--- src/rtl/axi4_lite_reg_bridge.sv ---
// axi4_lite_reg_bridge
// Bridges an AXI4-Lite slave port onto a simple single-cycle register bus.
// Only one transaction is in flight at a time. A write needs both AW and W
// (in any order); a read needs AR. When a write and a read compete in IDLE,
// the pri bit selects the winner and then favours the other direction next.
//
// Ports
//   aclk, aresetn          clock, asynchronous active-low reset
//   aw*/w*/b*              AXI4-Lite write address, write data, write response
//   ar*/r*                 AXI4-Lite read address, read data/response
//   reg_wen, reg_ren       one-cycle register write / read strobes
//   reg_addr               captured word address (bits [1:0] forced to 0)
//   reg_wdata, reg_wstrb   captured write data and byte strobes
//   reg_rdata, reg_err     register read data and access error, both sampled
//                          in the strobe cycle
module axi4_lite_reg_bridge #(
    parameter int ADDR_WIDTH = 12,
    parameter int DATA_WIDTH = 32
) (
    input  logic                    aclk,
    input  logic                    aresetn,
    input  logic [ADDR_WIDTH-1:0]   awaddr,
    input  logic [2:0]              awprot,
    input  logic                    awvalid,
    output logic                    awready,
    input  logic [DATA_WIDTH-1:0]   wdata,
    input  logic [DATA_WIDTH/8-1:0] wstrb,
    input  logic                    wvalid,
    output logic                    wready,
    output logic [1:0]              bresp,
    output logic                    bvalid,
    input  logic                    bready,
    input  logic [ADDR_WIDTH-1:0]   araddr,
    input  logic [2:0]              arprot,
    input  logic                    arvalid,
    output logic                    arready,
    output logic [DATA_WIDTH-1:0]   rdata,
    output logic [1:0]              rresp,
    output logic                    rvalid,
    input  logic                    rready,
    output logic                    reg_wen,
    output logic                    reg_ren,
    output logic [ADDR_WIDTH-1:0]   reg_addr,
    output logic [DATA_WIDTH-1:0]   reg_wdata,
    output logic [DATA_WIDTH/8-1:0] reg_wstrb,
    input  logic [DATA_WIDTH-1:0]   reg_rdata,
    input  logic                    reg_err
);

    localparam logic [1:0] RESP_OKAY   = 2'b00;
    localparam logic [1:0] RESP_SLVERR = 2'b10;

    typedef enum logic [2:0] {
        S_RST, S_IDLE, S_WRITE, S_WRESP, S_READ, S_RRESP
    } state_t;

    state_t                  state_q, state_d;
    logic                    aw_held_q, aw_held_d;
    logic                    w_held_q, w_held_d;
    logic                    pri_q, pri_d;
    logic                    err_q, err_d;
    logic [DATA_WIDTH-1:0]   rdata_q, rdata_d;
    logic [ADDR_WIDTH-1:0]   addr_q, addr_d;
    logic [DATA_WIDTH-1:0]   wdata_q, wdata_d;
    logic [DATA_WIDTH/8-1:0] wstrb_q, wstrb_d;

    logic aw_hs, w_hs, ar_hs;
    logic nothing_held, contend;

    // Protection bits are accepted but carry no meaning here; the low address
    // bits are dropped because the register bus is word addressed.
    logic unused_inputs;
    assign unused_inputs = ^{awprot, arprot, addr_q[1:0]};

    assign nothing_held = !aw_held_q && !w_held_q;
    // Arbitration only matters when a read competes with a write that has not
    // started yet; a partially received write always completes first.
    assign contend      = nothing_held && arvalid && (awvalid || wvalid);

    always_comb begin
        state_d   = state_q;
        aw_held_d = aw_held_q;
        w_held_d  = w_held_q;
        pri_d     = pri_q;
        err_d     = err_q;
        rdata_d   = rdata_q;
        addr_d    = addr_q;
        wdata_d   = wdata_q;
        wstrb_d   = wstrb_q;
        awready   = 1'b0;
        wready    = 1'b0;
        arready   = 1'b0;
        bvalid    = 1'b0;
        rvalid    = 1'b0;
        reg_wen   = 1'b0;
        reg_ren   = 1'b0;
        aw_hs     = 1'b0;
        w_hs      = 1'b0;
        ar_hs     = 1'b0;

        unique case (state_q)
            S_RST: state_d = S_IDLE;
            S_IDLE: begin
                awready = !aw_held_q && !(contend && pri_q);
                wready  = !w_held_q && !(contend && pri_q);
                arready = nothing_held && !(contend && !pri_q);
                aw_hs   = awvalid && awready;
                w_hs    = wvalid && wready;
                ar_hs   = arvalid && arready;
                if (aw_hs) begin
                    aw_held_d = 1'b1;
                    addr_d    = awaddr;
                end
                if (w_hs) begin
                    w_held_d = 1'b1;
                    wdata_d  = wdata;
                    wstrb_d  = wstrb;
                end
                if ((aw_held_q || aw_hs) && (w_held_q || w_hs)) begin
                    state_d = S_WRITE;
                end else if (ar_hs) begin
                    addr_d  = araddr;
                    state_d = S_READ;
                end
            end
            S_WRITE: begin
                reg_wen = 1'b1;
                err_d   = reg_err;
                state_d = S_WRESP;
            end
            S_WRESP: begin
                bvalid = 1'b1;
                if (bready) begin
                    aw_held_d = 1'b0;
                    w_held_d  = 1'b0;
                    pri_d     = 1'b1;
                    state_d   = S_IDLE;
                end
            end
            S_READ: begin
                reg_ren = 1'b1;
                err_d   = reg_err;
                rdata_d = reg_rdata;
                state_d = S_RRESP;
            end
            S_RRESP: begin
                rvalid = 1'b1;
                if (rready) begin
                    pri_d   = 1'b0;
                    state_d = S_IDLE;
                end
            end
            default: state_d = S_RST;
        endcase
    end

    // Control state: cleared by reset so an interrupted transaction is dropped.
    always_ff @(posedge aclk or negedge aresetn) begin
        if (!aresetn) begin
            state_q   <= S_RST;
            aw_held_q <= 1'b0;
            w_held_q  <= 1'b0;
            pri_q     <= 1'b0;
            err_q     <= 1'b0;
            rdata_q   <= '0;
        end else begin
            state_q   <= state_d;
            aw_held_q <= aw_held_d;
            w_held_q  <= w_held_d;
            pri_q     <= pri_d;
            err_q     <= err_d;
            rdata_q   <= rdata_d;
        end
    end

    // Captured payload: only consumed behind the held flags / state, so no reset.
    always_ff @(posedge aclk) begin
        addr_q  <= addr_d;
        wdata_q <= wdata_d;
        wstrb_q <= wstrb_d;
    end

    assign bresp     = (bvalid && err_q) ? RESP_SLVERR : RESP_OKAY;
    assign rresp     = (rvalid && err_q) ? RESP_SLVERR : RESP_OKAY;
    assign rdata     = rdata_q;
    assign reg_addr  = {addr_q[ADDR_WIDTH-1:2], 2'b00};
    assign reg_wdata = wdata_q;
    assign reg_wstrb = wstrb_q;

endmodule

--- config.mk ---
export PLATFORM = sky130hd
export DESIGN_NAME = axi4_lite_reg_bridge
export DESIGN_NICKNAME = d
export VERILOG_FILES = /design/src/rtl/axi4_lite_reg_bridge.sv
export SDC_FILE = /design/constraint.sdc
export NUM_CORES = 1
export LEC_CHECK = 0
export BUFFER_PORTS_ARGS = -buffer_cell sky130_fd_sc_hd__clkbuf_2
export CAP_MARGIN = 20
export CORE_MARGIN = 8
export CORE_UTILIZATION = 41
export CTS_BUF_LIST = sky130_fd_sc_hd__clkbuf_4 sky130_fd_sc_hd__clkbuf_8
export CTS_CLUSTER_DIAMETER = 40
export DETAILED_ROUTE_END_ITERATION = 7
export GPL_TIMING_DRIVEN = 0
export HOLD_SLACK_MARGIN = 0.02
export PLACE_DENSITY = 0.79
export SLEW_MARGIN = 20
export SYNTH_ARGS = -nofsm -noshare
export SYNTH_HDL_FRONTEND = slang
export SYNTH_SLANG_ARGS = --single-unit
--- constraint.sdc ---
create_clock -name aclk -period 3.1 [get_ports aclk]
set_input_delay 0.155 -clock aclk [delete_from_list [all_inputs] [get_ports aclk]]
set_output_delay 0.155 -clock aclk [all_outputs]
set_load 0.02 [all_outputs]
# After elaboration in Yosys (flattened, before gate mapping)
# Cells that the tools add are included.
# W data, S select, Z words.
# totals
register_bits	87
elab_cells	75
# classes
eq_ne	10
mux	25
reduce_logical	31
# ops
cell	n
$mux W12	3
$pmux W3 S6	1
$logic_and A1 B1 Y1	14
$mux W1	12
$mux W3	4
$reduce_and A3 Y1	4
$ne A2 B2 Y1 const B	4
$eq A3 B2 Y1 const B	2
$eq A3 B3 Y1 const B	2
$pmux W1 S2	3
$logic_not A1 Y1	5
$mux W2	2
$reduce_bool A2 Y1	2
$eq A3 B1 Y1 const B	1
$logic_not A3 Y1	1
$logic_or A1 B1 Y1	3
$ne A3 B3 Y1 const B	1
$reduce_and A2 Y1	1
$reduce_or A2 Y1	1

# Logic depth before layout (Yosys ltp)
# Gate-level depths: netlist (run 1).
# depth
ltp_word	12
ltp_mapped	4
ltp_nobuf	3

# Worst setup path after synthesis (run 1)
# No wires, ideal clock.
# synth_timing
path_kind	register to register
from	reg state_q[1]
to	reg wdata_q[0] (netlist: reg_wdata[0]), enable pin
setup_ps	429
t_arrival_ps	2866
required_ps	2671
slack_ps	-195
stages_incl_launch_ff	5
path_buffers	1
synth_period_minus_slack_ps	3295
path_cell_list	dfrtp_1 buf_2 nor3b_2 nand2b_1 nor2_1
# synth_between
elab_chain_cells	2
# synth_rtl
element	line_no	rtl
start, declared	57	state_t state_q, state_d;
start signal, assigned	167	state_q <= state_d;
$eq A3 B1 Y1	101	unique case (state_q)
$reduce_and A2 Y1 (no line)	-	
end signal, assigned	179	wdata_q <= wdata_d;
end, declared	64	logic [DATA_WIDTH-1:0] wdata_q, wdata_d;
# No other way between the ends.
# A chain may end at the register's enable or synchronous reset.

# Worst setup path after layout (run 1)
# layout_timing
from	reg state_q[1]
to	out arready
# layout_between
elab_chain_cells	2
# layout_rtl
element	line_no	rtl
$eq A3 B1 Y1	101	
$mux W1	101	
end, declared	36	output logic arready,
# No other way between the ends.

==> results of run 1 <==
==> sequential cells by signal, summed over array words and instances, names as in the netlist <==
signal,cells
w_held_q,1
aw_held_q,1
addr_q,10
reg_wdata,32
reg_wstrb,4
pri_q,1
rdata,32
err_q,1
state_q,3
==> metal layers <==
layer  vias to the layer above  share of wire  global-route usage
li1                       1328              -                   -
met1                      1382           0.37               0.203
met2                       137           0.54               0.334
met3                        10          0.081              0.0528
met4                         0          0.011              0.0523
met5                         -              0                   0
==> Yosys cell counts, types with 2 or more instances <==
library cell and count:
buf_4 7, a31oi_1 14, edfxtp_1 46, nor3b_1 3
buf_2 2, dfrtp_1 39, and2_1 2, mux2_2 16
mux2_1 17, nor3_1 11, nand2b_1 3, or3b_1 10
nor2_1 6, clkbuf_1 7, and3_1 2, o21ai_0 12
nand2_1 4, nor2b_1 2, o2bb2ai_1 2
==> critical path, delay by kind of cell, from the launching register on <==
kind                   cells  cell delay [ns]
AO/OA/AOI/OAI              1             0.34
buffers and inverters      2             0.42
flip-flops                 1             0.36
AND/OR/NAND/NOR            2             1.17
==> cell type report <==
cell class	count	area [sq um]	area share
Sequential cell	85	2360	0.447
Timing Repair Buffer	241	1520	0.288
Multi-Input combinational cell	121	945	0.179
Tap cell	105	131	0.0249
Clock buffer	9	124	0.0235
Buffer	17	100	0.0190
Clock inverter	7	92.6	0.0176
==> power by group <==
part,internal [W],total (W),switching [W]
Clock,0.000393,0.000821,0.000427
Sequential,0.00166,0.00186,0.000200
Combinational,0.000710,0.00187,0.00116
==> repair_timing <==
action                    CTS  global route
hold buffers               54             4
gates resized for setup     0             0
hold endpoints to repair   92             4
==> path summary, 6_finish.rpt <==
kind	endpoint	slack, ns	depth (start not counted)
worst min register to register	rdata[22]$_DFFE_PN0P_	0.49	1
max in group asynchronous	w_held_q$_DFFE_PN0P_	2.02	2
min in group asynchronous	rdata[27]$_DFFE_PN0P_	0.47	2
worst max register to register	reg_wdata[26]$_DFFE_PP_	0.34	5
worst max-delay path	arready	0.32	5
worst min-delay path	rdata[4]$_DFFE_PN0P_	0.04	2
==> metrics by stage <==
stage | util | total power [W] | cells | TNS, ns | worst slack (ns)
after floorplan | - | 0.00299 | 223 | 0 | 0.390
after global placement | 0.549 | 0.00360 | 510 | -8.39 | -0.234
after detailed placement | 0.553 | 0.00370 | 511 | 0 | 0.314
after CTS | 0.646 | 0.00459 | 581 | 0 | 0.272
after global routing | 0.651 | 0.00482 | 585 | 0 | 0.0814
final | 0.651 | 0.00455 | 585 | 0 | 0.317
==> cell families after synthesis <==
| kind of cell | count (synthesis) |
|---|---|
| muxes | 33 |
| and+or+nand+nor | 50 |
| AOI/OAI and AO/OA | 34 |
| buffers and inverters | 17 |
| other | 1 |
| DFF | 85 |
==> flow_metrics.tcl, run 1 <==
set metrics [dict create \
    holdWs_ns 0.0423 \
    hold_class "in2reg" \
    min_period_ns 2.78 \
    status "finished, final reports clean" \
    core-area_sq_um 8090 \
    final_layout_size_suffix_gt1_frac 0.479 \
    wl_um 10700 \
    critPathLaunchType "flip-flop" \
    slew_headroom 0.284 \
    cts.clk_slew.worst_paths_ns 0.10 \
    postLayoutCellArea_sq_um 5270 \
    rsz0062_at_grt "false" \
    yosysTopAreaCellShare 0.408 \
    ir_worst_vdd_mv 0.581 \
    track_usage 0.184 \
    synth.largest_area_cell "edfxtp_1" \
    dr.pass1.iters 4 \
    slowest_delay_ns 0.87 \
    portBuffers 182 \
    finalSetupViolCount 0 \
    synthXorXnorAreaFrac 0 \
    p_per_area_nw_per_um2 864 \
    crit_type "reg2out" \
    fillers 608 \
    drc 0 \
    crit_path_end_kind "output port" \
    synth.area.mux_share 0.110 \
    initialDrtViolationCount 162 \
    synthesis.instances 220 \
    worstPathCellList "buf_2 > nor3b_2 > nand2b_1 > a211oi_1 > clkbuf_2" \
    cp_slowest_cell "nor3b_2" \
    synth_edf_count 46 \
    placed_area_sq_um 4470 \
    cts-root-buf "clkbuf_8" \
    worstHoldStart "reg_rdata[4]" \
    yosysWarningCount 0 \
    crit_start "state_q[1]$_DFFE_PN0P_" \
    grt_pass1_wl_um 16400 \
    clock_skew_ns 0.0195 \
    num_io_pins 197 \
    wire_per_inst_um 18.3 \
    worst_pin_slew_ns 1.07 \
    synthesis.area_sq_um 3380 \
    initial_core_util 0.418 \
    std_cell_rows 33 \
    htree_num_levels 3 \
    routabilityCongestion 0.836 \
    finalCritPeriodShare 0.898 \
    synth_top_family_by_area "multiplexers" \
    synth_area_leaders "edfxtp_1 (41%), dfrtp_1 (29%), mux2_1 (5.7%)" \
    crit_arrival_ns 2.63 \
    overflow 0 \
    hpwlAfterDp_um 7520 \
    ys_async_sr_fraction 0.459 \
    viasPerCell 4.88 \
    antennaDiodeCount 0 \
    synthFlopType "edfxtp_1" \
    grt_start_max_net_pins 40 \
    cts_sinks 85 \
    antenna_found_initial 0 \
    mostFrequentLayoutCell "clkbuf_2" \
    num_vias 2857 \
    synth-simple-area-share 0.0991 \
    nets 581 \
    synthAdderAreaFrac 0 \
    cts_buffers 9 \
    grt_pass1_vias 2951 \
    drv_slew 0 \
    worstSkewPairLatency_ns 0.35 \
    power.leakage_nw 2.44 \
    cap_violations 0 \
    timing.fmax_ghz 0.359 \
    cts_tree "yes" \
    mostFrequentLayoutCells "clkbuf_2 (182), dlygate4sd3_1 (58), edfxtp_1 (46)" \
    cp.required_ns 2.94 \
    synth.distinct_cells 34 \
    crit_path_max_fanout 14 \
    syn2layout_area_growth_pct 55.7 \
    ys_seq_area_frac 0.697 \
    reg2reg_from "state_q[1]$_DFFE_PN0P_" \
    detail-route-antenna-nets 0 \
    max-clock-path-buffers 2 \
    die-area_sq_um 11400 \
    finalHoldViolations 0 \
    postSynthAreaPerCell_sq_um 15.4 \
    synth_compound_area_frac 0.0636 \
    ys_ff_latch 85 \
    die_y_um 107 \
    cts_setup_buffers 0 \
    die_w_um 107 \
]
Note: power is estimated with default switching activity, not from simulation.
==> inputs of run 2 (changes only) <==
Settings changed: CELL_PAD_IN_SITES_DETAIL_PLACEMENT set to 2, CELL_PAD_IN_SITES_GLOBAL_PLACEMENT set to 2, CORE_UTILIZATION 41 to 25, PLACE_DENSITY 0.79 to not set, PLACE_DENSITY_LB_ADDON set to 0.1, SKIP_LAST_GASP set to 1.
==> flow_metrics.tcl, run 2 (synthesized netlist as in run 1, its figures left out) <==
set metrics [dict create \
    cp.required_ns 2.94 \
    detail-route-antenna-nets 0 \
    worstPathCellList "buf_2 > nor3b_4 > nand2b_1 > a211oi_1 > clkbuf_2" \
    reg2reg_depth 5 \
    nets 593 \
    antenna_found_initial 0 \
    num_io_pins 197 \
    final_layout_size_suffix_gt1_frac 0.465 \
    reg2reg_to "reg_wdata[21]$_DFFE_PP_" \
    slew_headroom 0.393 \
    cts_sinks 85 \
    min_period_ns 2.50 \
    multi_input_area_sq_um 951 \
    reg2reg_from "state_q[1]$_DFFE_PN0P_" \
    die_w_um 132 \
    final_util 0.411 \
    stdcell_count 668 \
    critPathLaunchType "flip-flop" \
    routabilityCongestion 0.710 \
    max-clock-path-buffers 2 \
    finalCritPeriodShare 0.805 \
    crit_path_end_kind "output port" \
    total_power_w 0.00453 \
    cap_violations 0 \
    cp_slowest_cell "nor3b_4" \
    crit_start "state_q[1]$_DFFE_PN0P_" \
    finalSetupViolCount 0 \
    cts-root-buf "clkbuf_8" \
    cts_tree "yes" \
    cts_buffers 9 \
    worst_pin_slew_ns 0.911 \
    finalHoldViolations 0 \
    hpwlAfterDp_um 8780 \
    dr.pass1.iters 4 \
    drc 0 \
    wire_per_inst_um 19.2 \
    cts_setup_buffers 0 \
    timing.fmax_ghz 0.401 \
    std_cell_rows 42 \
    mostFrequentLayoutCell "clkbuf_2" \
    crit_path_max_fanout 14 \
    initialDrtViolationCount 100 \
    crit_type "reg2out" \
    grt_pass1_vias 3331 \
    placedCellCount 582 \
    viasPerCell 4.40 \
    holdWs_ns 0.0370 \
    mostFrequentLayoutCells "clkbuf_2 (181), dlygate4sd3_1 (70), edfxtp_1 (46)" \
    hold_class "in2reg" \
    die_y_um 132 \
    clock_skew_ns 0.00919 \
    syn2layout_area_growth_pct 60.8 \
    track_usage 0.148 \
    htree_num_levels 3 \
    crit_end "arready" \
    core-area_sq_um 13200 \
    grt_start_max_net_pins 40 \
    rrSetupSlack_ns 0.68 \
    status "finished, final reports clean" \
    antennaDiodeCount 0 \
    portBuffers 182 \
    drv_slew 0 \
    wl_um 12800 \
    num_vias 2942 \
    initial_core_util 0.255 \
    die-area_sq_um 17500 \
    ir_worst_vdd_mv 0.299 \
    rsz0062_at_grt "false" \
    worstSkewPairLatency_ns 0.36 \
    p_per_area_nw_per_um2 832 \
    slowest_delay_ns 0.64 \
    power.leakage_nw 2.48 \
    overflow 0 \
    grt_pass1_wl_um 19900 \
    crit_arrival_ns 2.34 \
    cts.clk_slew.worst_paths_ns 0.10 \
    fillers 1424 \
    regArea_sq_um 2360 \
]
[run 2: critical path, delay by kind of cell (launching register included)]
kind                   cells  cell delay, ns
and+or+nand+nor            2            0.91
buffers and inverters      2            0.42
DFF                        1            0.36
AOI/OAI and AO/OA          1            0.28
[run 2: per-layer routing]
metal / vias to the layer above / GRT usage / wire length, um
met4: 0 / 0.0562 / 210
li1: 1354 / - / -
met3: 16 / 0.0366 / 607
met1: 1462 / 0.172 / 5450
met2: 110 / 0.256 / 6560
met5: - / 0 / 0
[run 2: cell type report]
class                      instances  area share
tap                              176      0.0405
multi-input combinational        121       0.175
buffer                            17      0.0184
clock inverter                     7     0.00897
sequential                        85       0.433
timing repair buffer             253       0.301
clock buffer                       9      0.0228
[run 2: worst min-delay path by stage]
stage                  from                      to  slack (ns)  depth (start not counted)
2_1_floorplan       aresetn   aw_held_q$_DFFE_PN0P_       -0.14                          0
3_3_place_gp       wdata[4]  reg_wdata[4]$_DFFE_PP_        0.33                          1
3_5_place_dp       wdata[1]  reg_wdata[1]$_DFFE_PP_        0.33                          1
4_1_cts        reg_rdata[9]    rdata[9]$_DFFE_PN0P_        0.03                          2
5_1_grt        reg_rdata[9]    rdata[9]$_DFFE_PN0P_        0.02                          2
6_report       reg_rdata[9]    rdata[9]$_DFFE_PN0P_        0.04                          2
[run 2: metrics by stage]
step	area [sq um]	setup TNS, ns	setup slack, ns
floorplan	3400	0	0.390
finish	5440	0	0.604
global placement	4530	-20.72	-0.577
detailed placement	4570	0	0.604
CTS	5440	0	0.478
global route	5440	0	0.388
[run 2: power by group]
group,internal [W],total (W),switching (W)
Sequential,0.00166,0.00186,0.000198
Combinational,0.000728,0.00194,0.00121
Clock,0.000295,0.000732,0.000437
Total,0.00268,0.00453,0.00185
[run 2: timing repair]
item / in CTS / in global routing
hold endpoints to repair: 108 / 0
hold buffers: 70 / 0
gates resized for setup: 0 / 0
==> inputs of run 3 (changes only) <==
Settings changed: ABC_AREA set to 1, CORE_UTILIZATION 25 to 23.
Clock period 3.1 ns to 2.25 ns, I/O delays scaled along.
==> flow_metrics.tcl, run 3 <==
set metrics [dict create \
    clock_skew_ns 0.00797 \
    p_per_area_nw_per_um2 1220 \
    synth.distinct_cells 20 \
    cts.clk_slew.worst_paths_ns 0.09 \
    num_io_pins 197 \
    htree_num_levels 3 \
    nets 680 \
    drc 0 \
    ys_seq_area_frac 0.719 \
    pre_cts_ws_ns -0.600 \
    portBuffers 182 \
    hpwlAfterDp_um 9350 \
    power.leakage_nw 2.70 \
    dr.pass1.iters 4 \
    initialDrtViolationCount 73 \
    max-clock-path-buffers 2 \
    overflow 0 \
    synthFlopType "edfxtp_1" \
    crit_path_end_kind "flip-flop" \
    finalHoldViolations 0 \
    antenna_found_initial 0 \
    status "finished, final reports clean" \
    worst_slack_ns 0.329 \
    track_usage 0.148 \
    drv_slew 0 \
    wire_per_inst_um 17.6 \
    ys_top_cells_by_count "nand2_1 (135), edfxtp_1 (46), dfrtp_1 (39)" \
    slew_headroom 0.616 \
    postSynthAreaPerCell_sq_um 10.8 \
    cts-root-buf "clkbuf_8" \
    yosysMostFrequentCell "nand2_1" \
    grt_pass1_vias 3617 \
    final_layout_size_suffix_gt1_frac 0.378 \
    mostFrequentLayoutCell "clkbuf_2" \
    worstSkewPairLatency_ns 0.37 \
    antennaDiodeCount 0 \
    postLayoutCellArea_sq_um 5430 \
    synth_edf_count 46 \
    synthesis.area_sq_um 3280 \
    syn2layout_area_growth_pct 65.6 \
    finalCritPeriodShare 0.854 \
    ir_worst_vdd_mv 0.518 \
    cap_violations 0 \
    viasPerCell 4.21 \
    die_y_um 135 \
    crit_path_max_fanout 18 \
    yosysTopAreaCellShare 0.422 \
    ys_ff_latch 85 \
    fillers 1542 \
    routabilityCongestion 0.695 \
    reg2reg_from "aw_held_q$_DFFE_PN0P_" \
    detail-route-antenna-nets 0 \
    cts_buffers 9 \
    mostFrequentLayoutCells "clkbuf_2 (181), nand2_1 (135), dlygate4sd3_1 (72)" \
    cts_sinks 85 \
    rsz0062_at_grt "false" \
    cts_tree "yes" \
    synth_area_leaders "edfxtp_1 (42%), dfrtp_1 (30%), nand2_1 (15%)" \
    worst_pin_slew_ns 0.576 \
    core-area_sq_um 13900 \
    finalSetupViolCount 0 \
    grt_start_max_net_pins 40 \
    die_w_um 135 \
    worstHoldStart "araddr[4]" \
    crit_start "aw_held_q$_DFFE_PN0P_" \
    min_period_ns 1.92 \
    ys_async_sr_fraction 0.459 \
    timing.fmax_ghz 0.521 \
    stdcell_count 759 \
    cp.required_ns 2.26 \
    crit_arrival_ns 1.93 \
    num_vias 3195 \
    critPathLaunchType "flip-flop" \
    placed_area_sq_um 4430 \
    crit_type "reg2reg" \
    synthesis.instances 304 \
    synth.largest_area_cell "edfxtp_1" \
    wl_um 13400 \
    initial_core_util 0.236 \
    yosysWarningCount 0 \
    hold_class "in2reg" \
    grt_pass1_wl_um 20600 \
    die-area_sq_um 18300 \
    std_cell_rows 43 \
    placedCellCount 669 \
]
[run 3: changes by cell type after synthesis, sizes merged, moves of 4 or more]
| cell | change |
|---|---|
| or3b | -11 |
| o21ai | -6 |
| nor3b | -5 |
| nor3 | -8 |
| clkbuf | -6 |
| mux2 | -33 |
| inv | +17 |
| nor2 | +16 |
| nand3 | +4 |
| nand2 | +133 |
[run 3: where the power goes]
group / internal, W / switching [W] / total [W]
logic: 0.000838 / 0.00182 / 0.00266
clock network: 0.000771 / 0.000586 / 0.00136
registers: 0.00228 / 0.000298 / 0.00258
total: 0.00389 / 0.00270 / 0.00659
[run 3: area by class of cell]
type / instances / area, sq um / share of cell area
Tap cell: 180 / 225 / 0.0415
Timing Repair Buffer: 255 / 1640 / 0.303
Sequential cell: 85 / 2360 / 0.435
Inverter: 18 / 67.6 / 0.0125
Clock buffer: 11 / 139 / 0.0256
Multi-Input combinational cell: 192 / 811 / 0.149
Clock inverter: 5 / 108 / 0.0198
Buffer: 13 / 76.3 / 0.0141
[run 3: timing repair]
action | in CTS | in global routing
gates resized for setup | 2 | 0
hold buffers | 72 | 0
setup endpoints to repair | 38 | 0
buffers inserted | 1 | 0
hold endpoints to repair | 110 | 0
[run 3: critical path: stages, from the launching register on]
cell and delay (ns):
dfrtp_1 0.41, inv_1 0.08, nand2_1 0.08, nor2_1 0.05, nand2_2 0.09, nand3_1 0.28
nor2_4 0.56
[run 3: logic make-up (layout without fill, tap and decap cells)]
family,Yosys count,after routing,share of synthesized area
other cells,1,4,0.00114
compound gates,21,21,0.0370
flops,85,85,0.719
buf+inv,31,302,0.0439
simple gates,166,167,0.199
[run 3: path summary, 6_finish.rpt]
path	slack, ns	end	cells after the start
worst min-delay path	0.1	addr_q[4]$_DFFE_PP_	3
worst max register to register	0.33	reg_wdata[7]$_DFFE_PP_	6
worst min register to register	0.48	rdata[27]$_DFFE_PN0P_	2
min in group asynchronous	0.30	rdata[15]$_DFFE_PN0P_	2
worst max-delay path	0.33	reg_wdata[7]$_DFFE_PP_	6
max in group asynchronous	1.55	rdata[0]$_DFFE_PN0P_	2
[run 3: metrics by stage]
stage	total power, W	hold WS [ns]	util	setup TNS [ns]
floorplan	0.00409	-0.183	-	0
global placement	0.00506	0.290	0.319	-24.03
detailed placement	0.00515	0.184	0.319	-21.56
CTS	0.00671	0.0718	0.391	0
global route	0.00705	0.0770	0.391	0
finish	0.00659	0.0972	0.391	0
[run 3: layer usage]
layer / vias to the layer above / GRT usage / wire [um]
met5: - / 0 / 0
met1: 1541 / 0.164 / 5550
met4: 0 / 0.0426 / 153
met2: 132 / 0.249 / 6440
met3: 10 / 0.0675 / 1240
li1: 1512 / - / -
